--- config.mk ---
export PLATFORM = sky130hd
export DESIGN_NAME = srio_type9_stream_sched
export DESIGN_NICKNAME = d
export VERILOG_FILES = /design/src/rtl/srio_type9_stream_sched.sv
export SDC_FILE = /design/constraint.sdc
export NUM_CORES = 1
export LEC_CHECK = 0
export BUFFER_PORTS_ARGS = -buffer_cell sky130_fd_sc_hd__buf_2
export CORE_AREA = 2 2 298 300
export DETAILED_ROUTE_END_ITERATION = 8
export DIE_AREA = 0 0 300 302
export PLACE_DENSITY = 0.38
export SYNTH_ARGS = -nofsm -noshare
export SYNTH_HDL_FRONTEND = slang
export SYNTH_SLANG_ARGS = --single-unit
--- constraint.sdc ---
create_clock -name AXIS_ACLK -period 6.3 [get_ports AXIS_ACLK]
set_clock_uncertainty 0.15 [all_clocks]
set_input_delay 1.89 -clock AXIS_ACLK [delete_from_list [all_inputs] [get_ports AXIS_ACLK]]
set_output_delay 1.89 -clock AXIS_ACLK [all_outputs]
set_load 0.02 [all_outputs]
--- src/rtl/srio_type9_stream_sched.sv ---
// srio_type9_stream_sched: round-robin packet-boundary scheduler feeding one SRIO Type 9 packer from NUM_CH AXI-Stream sources
module srio_type9_stream_sched #(
  parameter int NUM_CH = 4,
  parameter int CNT_W  = 32
) (
  input  logic                 AXIS_ACLK,
  input  logic                 AXIS_ARESETN,
  input  logic [NUM_CH-1:0]    ch_tvalid,
  output logic [NUM_CH-1:0]    ch_tready,
  input  logic [64*NUM_CH-1:0] ch_tdata,
  input  logic [NUM_CH-1:0]    ch_tlast,
  input  logic [16*NUM_CH-1:0] ch_stream_id,
  input  logic [16*NUM_CH-1:0] ch_length,
  input  logic [8*NUM_CH-1:0]  ch_cos,
  input  logic [32*NUM_CH-1:0] ch_srcdest,
  input  logic [NUM_CH-1:0]    ch_enable,
  input  logic                 ctrl_enable,
  input  logic                 ctrl_abort,
  output logic                 pk_tvalid,
  output logic [63:0]          pk_tdata,
  output logic                 pk_tlast,
  input  logic                 pk_tready,
  input  logic                 pk_m_tvalid,
  input  logic                 pk_m_tready,
  input  logic                 pk_m_tlast,
  output logic [31:0]          pk_cmd,
  output logic [15:0]          pk_stream_id,
  output logic [15:0]          pk_length,
  output logic [7:0]           pk_cos,
  output logic [31:0]          pk_srcdest,
  output logic [2:0]           grant_id,
  output logic                 busy,
  output logic                 pkt_done,
  output logic [CNT_W-1:0]     pkt_count
);
  localparam int IW = $clog2(NUM_CH);
  localparam int CW = IW + 1;
  typedef enum logic [1:0] {IDLE, GRANT, PASS, DRAIN} state_t;
  state_t state, state_d;
  logic [IW-1:0] gnt, rr, sel, gnt_nxt;
  logic [CW-1:0] c;
  logic [12:0] cnt, w;
  logic [NUM_CH-1:0] elig;
  logic found, pass, in_fire, m_fire, done_ev, start_q, reset_q;
  logic [63:0] dat [NUM_CH];
  logic [15:0] sid [NUM_CH];
  logic [15:0] len [NUM_CH];
  logic [7:0]  cos [NUM_CH];
  logic [31:0] sd  [NUM_CH];
  genvar i;
  for (i = 0; i < NUM_CH; i++) begin : g_ch
    assign dat[i]  = ch_tdata[64*i +: 64];
    assign sid[i]  = ch_stream_id[16*i +: 16];
    assign len[i]  = ch_length[16*i +: 16];
    assign cos[i]  = ch_cos[8*i +: 8];
    assign sd[i]   = ch_srcdest[32*i +: 32];
    assign elig[i] = ch_enable[i] & ch_tvalid[i] & (len[i] != 16'd0) & ctrl_enable;
  end
  // Search from the rr pointer, wrapping modulo NUM_CH; the first eligible channel wins
  always_comb begin
    found = 1'b0;
    sel = rr;
    c = '0;
    for (int k = 0; k < NUM_CH; k++) begin
      c = CW'(rr) + CW'(k);
      c = (c >= CW'(NUM_CH)) ? c - CW'(NUM_CH) : c;
      if (!found && elig[c[IW-1:0]]) begin
        found = 1'b1;
        sel = c[IW-1:0];
      end
    end
  end
  assign pass      = state == PASS;
  assign pk_tvalid = pass & ch_tvalid[gnt];
  assign pk_tdata  = pass ? dat[gnt] : 64'd0;
  assign pk_tlast  = pass & (ch_tlast[gnt] | (cnt + 13'd1 == w));
  assign ch_tready = pass ? (NUM_CH'(pk_tready) << gnt) : '0;
  assign in_fire   = pk_tvalid & pk_tready;
  assign m_fire    = pk_m_tvalid & pk_m_tready & pk_m_tlast;
  // A packer tlast only closes our packet once we are draining; earlier ones belong to the previous packet
  assign done_ev   = (state == DRAIN) & m_fire & ~ctrl_abort;
  assign gnt_nxt   = (gnt == IW'(NUM_CH - 1)) ? '0 : gnt + IW'(1);
  assign busy      = state != IDLE;
  assign grant_id  = 3'(gnt);
  assign pk_cmd    = {30'd0, reset_q, start_q};
  always_comb begin
    state_d = state;
    case (state)
      IDLE:    state_d = found ? GRANT : IDLE;
      GRANT:   state_d = PASS;
      PASS:    state_d = (in_fire & pk_tlast) ? DRAIN : PASS;
      DRAIN:   state_d = m_fire ? IDLE : DRAIN;
      default: state_d = IDLE;
    endcase
    if (ctrl_abort) state_d = IDLE;
  end
  always_ff @(posedge AXIS_ACLK or negedge AXIS_ARESETN)
    if (!AXIS_ARESETN) state <= IDLE;
    else state <= state_d;
  always_ff @(posedge AXIS_ACLK or negedge AXIS_ARESETN) begin
    if (!AXIS_ARESETN) begin
      gnt <= '0;
      rr <= '0;
      cnt <= '0;
      w <= '0;
      pk_stream_id <= '0;
      pk_length <= '0;
      pk_cos <= '0;
      pk_srcdest <= '0;
      pkt_done <= 1'b0;
      pkt_count <= '0;
      start_q <= 1'b0;
      reset_q <= 1'b0;
    end else begin
      start_q <= ctrl_enable;
      reset_q <= ctrl_abort;
      pkt_done <= done_ev;
      if (done_ev) pkt_count <= pkt_count + CNT_W'(1);
      if (state == IDLE && state_d == GRANT) begin
        gnt <= sel;
        pk_stream_id <= sid[sel];
        pk_length <= len[sel];
        pk_cos <= cos[sel];
        pk_srcdest <= sd[sel];
        w <= len[sel][15:3] + {12'd0, |len[sel][2:0]};
      end
      if (state == GRANT) cnt <= '0;
      else if (pass & in_fire) cnt <= cnt + 13'd1;
      if (state != IDLE && state_d == IDLE) rr <= gnt_nxt;
    end
  end
endmodule

# Word level (Yosys, flattened, before mapping)
# Index checks and enable logic that the tools add are counted.
# totals
input_bits,564
regBits,139
ramBits,0
word_cells,133
out_inout_bits,211
n_memories,0
romBits,0
latch_bits,0
# classes
n_mux,49
n_eq_ne,6
multipliers,0
n_reduce_logical,17
bitwise,25
addsub,11
n_lt_le_gt_ge,11
shift,1
div,0
# ops
op,count
$mux 64,3
$bmux 64 s2,1
$bmux 16 s2,2
$bmux 32 s2,1
$mux 16,4
$mux 32,2
$reduce_bool 16->1,4
$add 32x1->32 const B,1
$mux 13,2
$mux 2,11
$and 1x1->1,21
$bmux 8 s2,1
$mux 8,2
$ge 3x3->1 const B,5
$lt 2x3->1 const B,5
$add 13x1->13,1
$add 13x1->13 const B,1
$eq 13x13->1,1
$bmux 1 s2,6
$mux 1,12
$pmux 2 s4,1
$sub 2x1->2 const B,4
$add 2x2->3 const B,2
$eq 2x2->1 const B,3
other kinds (14),24

# Logic depth before layout (Yosys ltp)
# Gate-level depths: netlist of the first run.
# logic_depth
word_depth,21
mapped_depth,18
depth_no_buf,15

# Worst setup path after synthesis of the first run
# Ideal clock, no wire load.
# synth_path
kind,in2reg
from,in ch_length[19]
to,reg w[6]
path_stages,17
setup_time_ns,0.130
path_buffers,2
path_slack_ns,1.159
t_arrival_ns,4.861
required_ns,6.020
cell_sequence,nor4_1 nand4_1 and4_4 or3_4 a41oi_4 buf_6 clkbuf_1 nand2_1 nand3_1 o21ai_0 nand3_1 ha_1 ha_1 nand2_1 nor3b_1 xnor2_1 o21ai_1
# synth_between
elab_chain_cells,21
word_cells_on_any_way,36
classes_between,add/sub: 1; eq/ne: 1; mux: 22; bitwise: 3; reduce/logical: 9
# synth_lines
item,line,text
"start, declared",13,"input logic [16*NUM_CH-1:0] ch_length,"
$reduce_bool 16->1,57,assign elig[i] = ch_enable[i] & ch_tvalid[i] & (len[i] != 16'd0) & ctrl_enable;
$and 1x1->1 (2 in series),57,
$bmux 1 s2,67,if (!found && elig[c[IW-1:0]]) begin
$mux 1 (not written as such),67,
$mux 1,67,
$logic_not 1->1,67,
$logic_and 1x1->1,67,
$mux 1,67,
(+3 left out),n/a,
$logic_not 1->1,67,
$logic_and 1x1->1,67,
$mux 2,67,
$not 2->3 (not written as such),125,"w <= len[sel][15:3] + {12'd0, |len[sel][2:0]};"
$bmux 16 s2,125,
$mux 16 (not written as such) (2 in series),125,
$reduce_or 3->1,125,
$add 13x1->13,125,
"end signal, assigned",125,
"end, declared",42,"logic [12:0] cnt, w;"
# Parallel ways exist; a longest one is shown, timed or not. The select of a mux whose other input is x is not followed.
# A chain may end at the register's enable or synchronous reset.

# Worst setup path after layout of the first run
# layout_path
from,in ch_tlast[3]
to,out pk_tlast
# layout_between
elab_chain_cells,4
# layout_lines
item,line,text
"start, declared",11,"input logic [NUM_CH-1:0] ch_tlast,"
$bmux 1 s2,76,assign pk_tlast = pass & (ch_tlast[gnt] | (cnt + 13'd1 == w));
$mux 1 (not written as such),76,
$or 1x1->1,76,
$and 1x1->1,76,
"end, declared",21,"output logic pk_tlast,"
# No other way between the ends. The select of a mux whose other input is x is not followed.

==> results of run 1 <==
## path summary, 6_finish.rpt
kind / from / to / slack (ps) / cells past startpoint
min reg2reg: pk_srcdest[25] / pk_srcdest[25] / 320 / 2
min in group asynchronous: AXIS_ARESETN / pk_length[10] / 1370 / 2
max: ch_tlast[3] / pk_tlast / 1150 / 5
max reg2reg: state[0] / pkt_count[31] / 2980 / 8
min: pk_srcdest[25] / pk_srcdest[25] / 320 / 2
max in group asynchronous: AXIS_ARESETN / pk_length[2] / 3910 / 2
## synthesized netlist by cell type (12+ instances only)
master / number
nand2_1: 411
o21ai_0: 141
dfrtp_1: 139
nand3_1: 79
mux4_2: 76
and2_1: 65
clkbuf_1: 63
xnor2_1: 44
buf_4: 34
nor2_1: 30
xor2_1: 24
nor4_1: 18
mux2_2: 16
buf_2: 13
and3_1: 12
## final cells by class
type / count / area, µm²
Multi-Input combinational cell: 1033 / 6675
Sequential cell: 139 / 3486
Clock inverter: 12 / 138.9
Tap cell: 1165 / 1458
Fill cell: 10110 / 71400
Antenna cell: 6 / 15.01
Inverter: 4 / 15.01
Timing Repair Buffer: 760 / 3928
Clock buffer: 20 / 436.7
## logic make-up after synthesis
group,after synthesis,share of synthesized area (%)
compound gates,172,8.754
xor+xnor,68,5.608
fa+ha+maj,5,0.5891
buf+inv,126,5.879
flops,139,32.75
mux,96,18.19
other cells,1,0.03531
simple gates,661,28.19
## flip-flops by register name, summed over array words and instances, names as in the netlist
| name | flops |
|---|---|
| pk_srcdest | 32 |
| pkt_count | 32 |
| pk_length | 16 |
| pk_stream_id | 16 |
| cnt | 13 |
| w | 13 |
| pk_cos | 8 |
| gnt | 2 |
| rr | 2 |
| state | 2 |
| pkt_done | 1 |
| reset_q | 1 |
| start_q | 1 |
## stage by stage
step / cells / setup WS, ps
2_1_floorplan: 1298 / 1159
3_3_place_gp: 3101 / 635.5
3_5_place_dp: 3101 / 692.5
4_1_cts: 3133 / 1161
5_1_grt: 3135 / 789.7
6_report: 3139 / 1153
## tightest hold or removal path: stages (launching register included)
cell and delay, ps:
dfrtp_1 340, nand2_1 40, o21ai_0 50
## power breakdown
group	switching, µW	internal [µW]
combinational	2040	1330
sequential	313	1180
clock	478	587
## metal layers
metal  share of wire (%)  global-route usage (%)  up-vias
met2                  43                   18.66      584
met1                  46                   18.41     5570
met5               0.038                       0        -
li1                    -                       -     5692
met3                 8.9                   3.943       50
met4                 1.6                   3.036        4
==> impl_metrics.ini, run 1 <==
[yosys]
ys_async_sr_fraction_pct = 100.0
ys_types = 47
synth.avg_cell_area_um2 = 8.376
synth_area_mm2 = 0.01062
yosysTopAreaCellShare_pct = 32.75
ys.flop_type = dfrtp_1
yosysTopAreaCell = dfrtp_1
ys_seq_elements = 139
yosysSeqAreaShare_pct = 32.75
synth_edf_count = 0
synthTopCellsByArea = dfrtp_1 33%, mux4_2 16%, nand2_1 15%
yosys_warnings = 0
syn_inst = 1268

[routing]
drtAntennaViolNets = 0
wirelength_mm = 61.00
initialDrtViolationCount = 869
wl_per_cell_um = 19.43
remaining_drc_errors = 0
dr.pass1.iters = 7
vias = 11900
via_per_inst = 3.791

[clock_network]
numCtsBuffers = 17
cts-root-buf = clkbuf_16
clkTransAtPathRegs_ps = 60
cts_buffer_depth = 2
clk_latency_ps = 480
cts_setup_buffers = 0
h-tree-depth = 4
cts-resized-gates = 0
cts_tree = built
cts_num_sinks = 139
hold_buffers = 0

[sta]
finalSetupViolCount = 0
period_needed_ps = 5147
max_freq_ghz = 0.1943
slew_headroom_pct = 38.43
worstMarginPinSlew_ps = 923.6
finalHoldWorstSlack_ps = 318.9
final.setup.tns_ps = 0
final-hold-violation-count = 0
fin_crit_sh_pct = 81.70
final_max_slew_viol_count = 0
rsz0062_at_grt = no

[setup_path]
cpPeakStageDelay_ps = 530
start_kind = input port
critical_path_required_ps = 4260
arrival_ps = 3110
crit_buf_inv = 2
slowest_stage = mux4_2
cpMostUsedCell = buf_2
endpoint_kind = output pin
crit_chain = buf_2 > mux4_2 > a31oi_1 > nor2b_1 > buf_2
crit_type = input port to output pin
cpLargestDelayFamily = multiplexers
worstPathMaxFanout = 2

[global_routing]
grt_pass1_vias = 11820
grt_pass1_wl_mm = 83.69
overflow = 0
antenna_found_initial = 12
track_usage_pct = 12.86
grt_max_degree = 140

[floorplan]
die-area_mm2 = 0.09060
rows = 109
io_pins = 775
placeableCoreArea_mm2 = 0.08756
die_y_um = 302
start_util_pct = 12.13
die_w_um = 300

[place]
place.gp.congestion = 0.8933
port-buffer-count = 743
placed_area_mm2 = 0.01556
post-dp-hpwl_mm = 50.05

[cells_and_area]
drive_gt1_share_pct = 45.58
design_area_mm2 = 0.01615
most-common-layout-cells = 742 x buf_2, 411 x nand2_1, 141 x o21ai_0
utilization_pct = 18.45
final_net_count = 2524
final_common_cell = buf_2
area_growth_pct = 52.08

[power]
leakagePower_uw = 0.008007
peakVddDrop_uv = 305.5
power_density_mw_per_mm2 = 366.9
power_uw = 5927

[outcome]
status = finished clean

[run]
drv_cap = 0

[worst_hold_path]
holdCritPathClass = flip-flop to flip-flop
Note: power is estimated with default switching activity, not from simulation.
==> run 2: changes to the inputs <==
Settings changed: CORE_AREA 2 2 298 300 to 2 2 305 307, DIE_AREA 0 0 300 302 to 0 0 307 309.
Clock period 6.3 ns to 4.7 ns, I/O delays scaled along.
==> run 2 against run 1 <==
  * Final area rose by 5.6%
  * First-iteration DRC count is 13% lower
  * Routed wire length grew 5.7%
  * Worst setup slack got worse by 870 ps
  * Non-clock buffer count grew 90
  * Hold slack gained 5.5 ps
  * Critical path depth grew 14
  * Die area up 4.7%
  * Critical path type is now input port to flip-flop
  * Largest cell class unchanged
  * Largest power group unchanged
==> impl_metrics.ini, run 2 (same netlist as run 1, synthesis figures left out) <==
[setup_path]
r2r-start = rr[0]
worstPathMaxFanout = 8
slowest_stage = or3_4
endpoint_kind = flip-flop
arrival_ps = 4620
reg2reg_slack_ps = 1530
rr_worst_depth = 10
crit_path_end = w[10]
critical_path_required_ps = 4900
start_kind = input port
crit_buf_inv = 4
cp.depth = 19
crit_type = input port to flip-flop
crit_start = ch_length[16]
cpLargestDelayFamily = simple AND/OR/NAND/NOR gates
cpPeakStageDelay_ps = 390
crit_chain = buf_2 > nor4_2 > buf_4 > nand4_1 > and4_4 > or3_4 > a41oi_4 > buf_12 > nand2_1 > nand3_1 > o21ai_0 > nand3_1 > buf_4 > ha_2 > ha_4 > nand2_4 > nor4b_4 > xnor2_1 > o21ai_1
rr_endpoint = pk_srcdest[6]

[sta]
final-hold-violation-count = 0
final.setup.tns_ps = 0
worst_slack_ps = 279.8
max_freq_ghz = 0.2262
final_max_slew_viol_count = 0
worstMarginPinSlew_ps = 773.5
slew_headroom_pct = 48.33
rsz0062_at_grt = no
fin_crit_sh_pct = 94.05
finalSetupViolCount = 0
period_needed_ps = 4420

[routing]
initialDrtViolationCount = 760
vias = 12320
dr.pass1.iters = 5
wl_per_cell_um = 19.86
drtAntennaViolNets = 0
via_per_inst = 3.795
remaining_drc_errors = 0
wirelength_mm = 64.48

[floorplan]
start_util_pct = 11.62
die_y_um = 309
rows = 111
die_w_um = 307
die-area_mm2 = 0.09486
placeableCoreArea_mm2 = 0.09139
io_pins = 775

[clock_network]
h-tree-depth = 4
cts_setup_buffers = 0
cts_tree = built
clkTransAtPathRegs_ps = 70
numCtsBuffers = 17
clk_latency_ps = 470
cts_buffer_depth = 2
cts_num_sinks = 139
cts-root-buf = clkbuf_16

[place]
port-buffer-count = 743
post-dp-hpwl_mm = 54.25
place.gp.congestion = 0.8347
pre_cts_slack_ps = -603.2

[global_routing]
grt_pass1_wl_mm = 87.65
track_usage_pct = 12.91
grt_pass1_vias = 11990
grt_max_degree = 88
antenna_found_initial = 17
overflow = 0

[cells_and_area]
reg.largest.list = pk_srcdest: 32 flops, pkt_count: 32 flops
most-common-layout-cells = 742 x buf_2, 410 x nand2_1, 139 x o21ai_0
seq_area_mm2 = 0.003486
final_common_cell = buf_2
multi_input_area_mm2 = 0.006754
final_net_count = 2614
drive_gt1_share_pct = 48.69
fill_cells = 10450
area_growth_pct = 60.63

[power]
power_uw = 8409
p_sw_share_pct = 46.55
pwr-share-seq_pct = 23.1
leakagePower_uw = 0.008524
peakVddDrop_uv = 217.1
p_int_uw = 4495
combPwrFrac_pct = 59.4
switchingPower_uw = 3915
power_density_mw_per_mm2 = 492.9
p_clk_share_pct = 17.5

[outcome]
status = finished clean

[worst_hold_path]
holdCritPathClass = flip-flop to flip-flop

[run]
drv_cap = 0
run 2: cell types whose count changed in the layout (fill, tap and decap cells not counted), sizes merged:
cell	before	now
diode	6	2
clkbuf	20	19
clkinvlp	4	2
buf	760	850
inv	8	10
clkinv	2	3
run 2: through the flow:
step / instances / util [%] / hold slack [ps] / instance area, µm²
2_1_floorplan: 1298 / - / 318.9 / 10730
3_3_place_gp: 3212 / 17.91 / 307.9 / 16370
3_5_place_dp: 3212 / 17.91 / 315.0 / 16370
4_1_cts: 3244 / 18.59 / 331.0 / 16990
5_1_grt: 3244 / 18.66 / 342.9 / 17050
6_report: 3246 / 18.67 / 324.4 / 17060
run 2: layout make-up:
class,instances,area share (%)
clock inverters,13,0.9095
inverters,4,0.08802
repair buffers,850,27.59
clock buffers,19,2.655
well taps,1186,8.699
multi-input cells,1033,39.59
flip-flops and latches,139,20.43
diodes,2,0.02934
run 2: repair_timing:
item,4_1_cts,5_1_grt
hold buffers,0,0
gates cloned,0,0
endpoints found under the setup margin,5,11
pin swaps,0,4
resized for setup,1,17
run 2: worst min-delay path by stage:
stage	start	to	cells past startpoint
after floorplan	w[4]	w[4]	2
after global placement	pk_cos[6]	pk_cos[6]	2
after detailed placement	pk_srcdest[10]	pk_srcdest[10]	2
after CTS	pk_srcdest[10]	pk_srcdest[10]	2
after global routing	pk_srcdest[10]	pk_srcdest[10]	2
final	pk_srcdest[10]	pk_srcdest[10]	2
run 2: worst register-to-register path, stage by stage (launching register included):
cell and delay [ps]:
dfrtp_1 430, nor2_1 120, nand2_1 80, a21oi_1 380
a41o_4 280, buf_4 410, buf_4 570, nand2_1 260
nand2_1 110, o21ai_0 130, o21ai_0 180
run 2: power groups by stage:
stage	Combinational (µW)	Clock (µW)	Sequential [µW]
after floorplan	2590	0	2180
after global placement	5060	0	1970
after detailed placement	5040	0	1980
after CTS	5050	1550	1960
after global routing	5480	1590	2010
final	5000	1470	1940
run 2: layer usage:
metal	vias to the layer above	track usage, %	part of all wire, %
li1	5879	-	-
met1	5820	18.68	48
met2	534	18.48	43
met3	66	3.775	7.8
met4	20	3.358	1.7
met5	-	0	0.20
==> run 3: changes to the inputs <==
Settings changed: BUFFER_PORTS_ARGS -buffer_cell sky130_fd_sc_hd__buf_2 to -buffer_cell sky130_fd_sc_hd__buf_4.
==> run 3 against run 2 <==
  * Sequential cell count stayed put
  * Die area stayed put
  * Critical path depth is 2 lower
  * Routed wire length is 2.8% higher
  * Sequential power is 4% higher
  * Non-clock buffer count is 26 lower
  * Hold slack better by 3.1 ps
  * Final area is 9.7% higher
  * Fmax is 3.0% lower
  * Clock power is 7% higher
  * Largest cell class unchanged
==> impl_metrics.ini, run 3 (same netlist as run 1, synthesis figures left out) <==
[outcome]
status = finished clean

[power]
peakVddDrop_uv = 260.6
power_density_mw_per_mm2 = 469.9
p_sw_share_pct = 44.97
switchingPower_uw = 3954
leakagePower_uw = 0.008927
pwr-share-seq_pct = 22.9
p_clk_share_pct = 18.0
power_uw = 8793
p_int_uw = 4839
combPwrFrac_pct = 59.0

[routing]
drtAntennaViolNets = 0
wl_met2_mm = 29.76
vias = 12420
dr_wl_met3_mm = 5.025
via_per_inst = 3.855
met1_length_mm = 30.65
dr.pass1.iters = 5
highest_layer = met5
remaining_drc_errors = 0
initialDrtViolationCount = 723
wl_per_cell_um = 20.58
wirelength_mm = 66.28

[setup_path]
crit_chain = buf_4 > nor4_4 > buf_6 > nand4_1 > and4_4 > or3_4 > a41oi_4 > buf_6 > a211oi_1 > a21oi_1 > buf_4 > ha_2 > ha_4 > nand2_4 > nor4b_4 > xnor2_1 > o21ai_1
crit_start = ch_length[16]
critical_path_required_ps = 4910
cp.depth = 17
crit_buf_inv = 4
start_kind = input port
cpLargestDelayFamily = simple AND/OR/NAND/NOR gates
reg2reg_slack_ps = 1500
rr_worst_depth = 14
endpoint_kind = flip-flop
cpPeakStageDelay_ps = 390
crit_type = input port to flip-flop
slowest_stage = or3_4
worstPathMaxFanout = 14
crit_path_end = w[10]
arrival_ps = 4770
r2r-start = rr[0]
rr_endpoint = w[10]

[clock_network]
numCtsBuffers = 17
cts_buffer_depth = 2
clkTransAtPathRegs_ps = 70
clk_latency_ps = 480
cts-root-buf = clkbuf_16
h-tree-depth = 4
cts_num_sinks = 139
cts_tree = built

[sta]
final.setup.tns_ps = 0
final_max_slew_viol_count = 0
finalHoldWorstSlack_ps = 327.5
rsz0062_at_grt = yes
finalSetupViolCount = 0
max_freq_ghz = 0.2194
period_needed_ps = 4557
slew_headroom_pct = 42.31
worstMarginPinSlew_ps = 865.4
final-hold-violation-count = 0
fin_crit_sh_pct = 96.96

[global_routing]
grt_max_degree = 79
overflow = 0
grt_pass1_vias = 12680
track_usage_pct = 13.27
grt_pass1_wl_mm = 90.85
antenna_found_initial = 6

[floorplan]
start_util_pct = 11.62
io_pins = 775
die_w_um = 307
die_y_um = 309
placeableCoreArea_mm2 = 0.09139
rows = 111
die-area_mm2 = 0.09486

[run]
drv_cap = 0

[cells_and_area]
reg.largest.list = pk_srcdest: 32 flops, pkt_count: 32 flops
area_growth_pct = 76.18
utilization_pct = 20.47
most-common-layout-cells = 812 x buf_4, 410 x nand2_1, 139 x o21ai_0
final_net_count = 2588
final_common_cell = buf_4
drive_gt1_share_pct = 47.98

[worst_hold_path]
holdCritPathClass = flip-flop to flip-flop

[place]
place.gp.congestion = 0.8767
post-dp-hpwl_mm = 56.35
port-buffer-count = 743
## run 3: worst min-delay path by stage
stage | to | depth (start not counted) | startpoint
4_1_cts | pkt_count[31] | 1 | pkt_count[31]
6_report | pkt_count[31] | 1 | pkt_count[31]
2_1_floorplan | w[4] | 2 | w[4]
5_1_grt | pk_srcdest[28] | 2 | pk_srcdest[28]
3_5_place_dp | pkt_count[31] | 1 | pkt_count[31]
3_3_place_gp | pk_stream_id[14] | 2 | pk_stream_id[14]
## run 3: timing repair
item | 4_1_cts | 5_1_grt
hold buffers | 0 | 0
endpoints found under the hold margin | 0 | 0
gates resized for setup | 2 | 16
setup buffers | 0 | 1
pin swaps | 1 | 4
setup endpoints to repair | 5 | 17
## run 3: cell type report
cell class              instances  area [µm²]
clock buffers                  17       425.4
inverters                       4       15.01
multi-input cells            1033        6761
well taps                    1186        1484
flip-flops and latches        139        3486
clock inverters                15       230.2
fillers                     10180       72670
diodes                          3       7.507
repair buffers                824        6301
## run 3: metal layers
metal | vias up | global-route usage (%)
met2 | 533 | 20.14
li1 | 5821 | -
met3 | 42 | 4.056
met4 | 8 | 2.632
met5 | - | 0
met1 | 6012 | 18.50
## run 3: stage by stage
step                      worst slack, ps  instances  instance area, µm²
after global routing               -71.15       3218               18700
after global placement             -561.8       3185               17950
after CTS                           36.79       3217               18630
final                               143.1       3221               18710
after detailed placement           -678.6       3185               17950
after floorplan                     38.55       1298               10730
## run 3: power by group through the flow
stage	logic [µW]	clock network, µW	registers (µW)
after global routing	5660	1710	2090
after global placement	5190	0	2040
after CTS	5230	1670	2040
after floorplan	2590	0	2180
final	5190	1580	2020
after detailed placement	5210	0	2050
